**src/rtl/vec_stream_arbiter.sv**
```systemverilog
// rtl/vec_stream_arbiter.sv - round-robin merge of instruction/load streams into one tagged command stream with store budgeting
// Optional store-completion watchdog: define VSA_STORE_TIMEOUT_EN.
module vec_stream_arbiter #(
    parameter int MAX_OUTSTANDING = 4,
    parameter int TIMEOUT_CYCLES  = 1024
) (
    input  logic        wb_clk_i,
    input  logic        wb_rst_i,
    input  logic [31:0] instr_recv_msg,
    input  logic        instr_recv_val,
    output logic        instr_recv_rdy,
    input  logic [63:0] load_recv_msg,
    input  logic        load_recv_val,
    output logic        load_recv_rdy,
    output logic [65:0] cmd_send_msg,
    output logic        cmd_send_val,
    input  logic        cmd_send_rdy,
    input  logic        store_resp_val,
    output logic [3:0]  stores_pending,
    output logic        idle,
    output logic        timeout_err
);

    localparam logic [1:0] T_INSTR = 2'b00;
    localparam logic [1:0] T_STORE = 2'b01;
    localparam logic [1:0] T_LOAD  = 2'b10;

    logic       or_can_load;
    logic       instr_is_store;
    logic       held_store;
    logic [4:0] in_flight;
    logic       instr_elig;
    logic       load_elig;
    logic       grant_instr;
    logic       grant_load;
    logic       instr_acc;
    logic       load_acc;
    logic       store_issue;
    logic       store_done;
    logic       last_grant_load;

    always_comb begin
        or_can_load    = !cmd_send_val || cmd_send_rdy;
        instr_is_store = (instr_recv_msg[31:27] == 5'b00001);
        held_store     = cmd_send_val && (cmd_send_msg[65:64] == T_STORE);
        // A store sitting in the output register already counts against the budget.
        in_flight      = {1'b0, stores_pending} + {4'b0, held_store};
        instr_elig     = instr_recv_val && (!instr_is_store || (in_flight < 5'(MAX_OUTSTANDING)));
        load_elig      = load_recv_val;
        grant_instr    = instr_elig && (!load_elig || last_grant_load);
        grant_load     = load_elig && (!instr_elig || !last_grant_load);
        instr_recv_rdy = !wb_rst_i && or_can_load && grant_instr;
        load_recv_rdy  = !wb_rst_i && or_can_load && grant_load;
        instr_acc      = instr_recv_val && instr_recv_rdy;
        load_acc       = load_recv_val && load_recv_rdy;
        store_issue    = held_store && cmd_send_rdy;
        store_done     = store_resp_val && (stores_pending != 4'd0);
        idle           = !cmd_send_val && (stores_pending == 4'd0);
    end

    always_ff @(posedge wb_clk_i) begin
        if (wb_rst_i) begin
            cmd_send_val    <= 1'b0;
            cmd_send_msg    <= '0;
            last_grant_load <= 1'b1;
            stores_pending  <= 4'd0;
        end else begin
            if (or_can_load) begin
                if (instr_acc) begin
                    cmd_send_val <= 1'b1;
                    cmd_send_msg <= {(instr_is_store ? T_STORE : T_INSTR), 32'h0, instr_recv_msg};
                end else if (load_acc) begin
                    cmd_send_val <= 1'b1;
                    cmd_send_msg <= {T_LOAD, load_recv_msg};
                end else begin
                    cmd_send_val <= 1'b0;
                end
            end
            if (instr_acc) begin
                last_grant_load <= 1'b0;
            end else if (load_acc) begin
                last_grant_load <= 1'b1;
            end
            case ({store_issue, store_done})
                2'b10:   stores_pending <= stores_pending + 4'd1;
                2'b01:   stores_pending <= stores_pending - 4'd1;
                default: stores_pending <= stores_pending;
            endcase
        end
    end

`ifdef VSA_STORE_TIMEOUT_EN
    localparam int WD_W = $clog2(TIMEOUT_CYCLES) + 1;

    logic [WD_W-1:0] wd_cnt;

    always_ff @(posedge wb_clk_i) begin
        if (wb_rst_i) begin
            wd_cnt      <= '0;
            timeout_err <= 1'b0;
        end else if ((stores_pending == 4'd0) || store_resp_val) begin
            wd_cnt <= '0;
        end else if (wd_cnt == WD_W'(TIMEOUT_CYCLES - 1)) begin
            timeout_err <= 1'b1;
        end else begin
            wd_cnt <= wd_cnt + 1'b1;
        end
    end
`else
    // Watchdog absent: the comparison folds to a constant 0.
    assign timeout_err = (TIMEOUT_CYCLES < 0);
`endif

endmodule

```
**config.mk**
```make
export PLATFORM = sky130hd
export DESIGN_NAME = vec_stream_arbiter
export DESIGN_NICKNAME = d
export VERILOG_FILES = /design/src/rtl/vec_stream_arbiter.sv
export SDC_FILE = /design/constraint.sdc
export NUM_CORES = 1
export LEC_CHECK = 0
export ABC_CLOCK_PERIOD_IN_PS = 3250
export BUFFER_PORTS_ARGS = -buffer_cell sky130_fd_sc_hd__buf_4
export CELL_PAD_IN_SITES_DETAIL_PLACEMENT = 0
export CELL_PAD_IN_SITES_GLOBAL_PLACEMENT = 1
export CORE_ASPECT_RATIO = 1.1
export CORE_MARGIN = 1
export CORE_UTILIZATION = 30
export DETAILED_ROUTE_END_ITERATION = 16
export HOLD_SLACK_MARGIN = 0.12
export PLACE_DENSITY = 0.83
export SLEW_MARGIN = 20
export SYNTH_ARGS = -nofsm -noshare
export SYNTH_HDL_FRONTEND = slang
export SYNTH_SLANG_ARGS = --single-unit
```
**constraint.sdc**
```tcl
create_clock -name wb_clk_i -period 3.25 [get_ports wb_clk_i]
set_input_delay 0.1625 -clock wb_clk_i [delete_from_list [all_inputs] [get_ports wb_clk_i]]
set_output_delay 0.1625 -clock wb_clk_i [all_outputs]
set_load 0.005 [all_outputs]
```
==> results.py <==
metrics = {
    "final_layout": {
        "finish.instance_area_um2": 5400,
        "drive_above_1_share_pct": 35.5,
        "fill_cells": 781,
        "layout_common_cells": "178 x buf_4, 95 x dlygate4sd3_1, 72 x dfxtp_1",
        "final_util_pct": 56.9,
        "multi_input_area_um2": 1320,
        "regArea_um2": 1440,
        "syn_to_final_growth_pct": 82.3,
        "nets": 675,
        "diodes": 0,
        "layout_commonest_cell": "buf_4",
    },
    "power": {
        "ir_drop_mv": 0.220,
        "power_density_nw_per_um2": 389,
        "leakage_nw": 2.49,
    },
    "die": {
        "start_util_pct": 31.2,
        "core_area_um2": 9490,
        "row_count": 37,
        "die_w_um": 96.7,
        "io_pins": 177,
        "fp.dieH_um": 106,
        "dieArea_um2": 10300,
    },
    "clock_network": {
        "ctsResizeCount": 0,
        "clock-sinks": 72,
        "cts_made_buffers": 9,
        "clockRootBuffer": "clkbuf_8",
        "clk_latency_ns": 0.34,
        "cts_tree": "built",
        "h-tree-depth": 3,
        "postCtsSetupRepairBufs": 0,
        "clk_path_buf_depth": 2,
        "clkTransAtPathRegs_ns": 0.08,
    },
    "setup_path": {
        "cp.required_ns": 3.54,
        "path_class": "register to register",
        "worst-path-max-fanout": 54,
        "cp.arrival_ns": 3.22,
        "cp-end-kind": "register",
        "setup.worst_path.start_class": "register",
        "cp_slowest_cell": "dlygate4sd3_1",
        "slowest_delay_ns": 0.58,
        "path_cells": "and3b_4 -> a311oi_4 -> o21a_2 -> buf_4 -> o21ai_0 -> a31oi_1 -> dlygate4sd3_1",
    },
    "global_routing": {
        "grt_max_degree": 67,
        "gr-total-overflow": 0,
        "track_usage_pct": 19.6,
        "antenna_found_initial": 0,
        "grt_pass1_vias": 3419,
        "grt_pass1_wl_um": 16300,
    },
    "hold_path": {
        "hp-class": "primary input to register",
    },
    "placement": {
        "hpwlAfterDp_um": 5890,
        "pre_cts_ws_ns": 0.680,
        "numPortBuffers": 175,
        "placed_area_um2": 4260,
        "gp_congestion": 0.782,
    },
    "synth": {
        "ys_top_cells_by_area": "dfxtp_1 49%, a32o_1 11%, nand2_1 7.6%",
        "ys_types": 38,
        "synth_top_area_share_pct": 48.7,
        "yosys.area.top_type": "dfxtp_1",
        "seq_area_frac_synth_pct": 48.7,
        "yosys_warnings": 0,
        "syn_inst": 313,
        "syn_area_um2": 2960,
        "syn-num-nets": 419,
        "ys_ff_latch": 72,
        "avgSynthCellArea_um2": 9.46,
    },
    "drt": {
        "routed_wl_um": 10100,
        "vias": 3377,
        "avgRoutedWirePerCell_um": 14.6,
        "routed_via_density": 4.89,
        "dr.pass1.iters": 6,
        "drt_iter0_drc": 92,
        "postRouteAntennaNets": 0,
        "drc": 0,
    },
    "sta": {
        "hold_violations": 0,
        "hold_slack_ns": 0.141,
        "slew_headroom_pct": 30.0,
        "setup_tns_ns": 0,
        "max_freq_mhz": 340,
        "final_min_period_over_clock_period_pct": 90.4,
        "period_minus_slack_ns": 2.94,
        "timing.final.ws_setup_ns": 0.313,
        "drv_slew": 0,
        "worst_pin_slew_ns": 1.05,
        "rsz0062_at_grt": "false",
        "finClkSkew_ns": 0.00773,
        "finalSetupViolCount": 0,
    },
    "outcome": {
        "status": "finished clean",
    },
    "flow_run": {
        "drv_cap": 0,
    },
}
[registers in the layout, indices dropped and copies added, names as in the netlist]
| signal | flops |
|---|---|
| last_grant_load | 1 |
| cmd_send_val | 1 |
| stores_pending | 4 |
| cmd_send_msg | 66 |
[final timing paths]
path / cells past startpoint / from / to / slack (ns)
setup / recovery: 7 / cmd_send_msg[65] / cmd_send_msg[17] / 0.31
hold / removal: 3 / instr_recv_msg[30] / cmd_send_msg[30] / 0.14
hold reg to reg: 1 / cmd_send_msg[54] / cmd_send_msg[54] / 0.50
setup reg to reg: 7 / cmd_send_msg[65] / cmd_send_msg[17] / 0.31
[synthesized netlist by cell type]
master     n
a31oi_1   29
fa_1       1
and2_1     2
xnor2_1    1
nand2b_4   1
or4_4      1
nor2_1    12
o21a_1     2
nor4_1     1
and3b_4    1
nor2b_1    2
dfxtp_1   72
mux2i_1    3
a21oi_1    8
a21o_1     1
buf_6      7
buf_4      3
xor2_1     2
o21ai_2    1
o21ai_0   25
clkbuf_1   8
nor3_1     2
o21ai_1    9
or4_1      1
o211ai_4   1
conb_1     1
inv_1      4
a311oi_4   1
a22oi_1    1
ha_1       3
buf_2     10
or4b_4     1
inv_2      1
a31oi_4    1
or3_1      1
a32o_1    32
nand2_1   60
nand2b_1   1
[metrics by stage]
step           power, W  instances
5_1_grt         0.00221        691
2_1_floorplan   0.00114        313
6_report        0.00210        691
4_1_cts         0.00213        691
3_3_place_gp    0.00134        580
3_5_place_dp    0.00134        580
[layout make-up]
class	count	share of cell area (%)
clock buffers	13	3.13
clock inverters	3	0.278
inverters	5	0.348
multi-input cells	208	24.5
flip-flops and latches	72	26.7
well taps	117	2.71
repair buffers	273	42.4
[routing by layer]
layer | global-route usage [%] | share of wire, % | vias to the layer above
met2 | 35.2 | 49 | 161
met4 | 8.42 | 2.0 | 0
li1 | - | - | 1659
met3 | 5.26 | 7.9 | 16
met5 | 0 | 0 | -
met1 | 21.6 | 41 | 1541
[logic make-up after synthesis]
group	count (synthesis)	share of synthesized area, %
AOI/OAI and AO/OA	111	27.7
and+or+nand+nor	86	12.9
DFF	72	48.7
buffers and inverters	33	6.76
adders and majority gates	4	1.94
xor gates and xnor gates	3	0.887
muxes	3	1.01
other	1	0.127
[power breakdown]
part	leakage [nW]	switching (W)	internal (W)	total (W)
logic	1.80	0.000175	0.000287	0.000462
clock network	0.0992	0.000330	0.000337	0.000667
registers	0.592	0.0000331	0.000941	0.000974
[critical path: cells and delay by family (launching register included)]
kind	cells	cell delay [ns]
compound gates	4	1.24
buf+inv	2	1.04
flops	1	0.35
simple gates	1	0.23
[timing repair]
| action | CTS | global route |
|---|---|---|
| hold endpoints to repair | 71 | 0 |
| hold buffers | 95 | 0 |
| setup endpoints to repair | 0 | 0 |
Note: power is estimated with default switching activity, not from simulation.
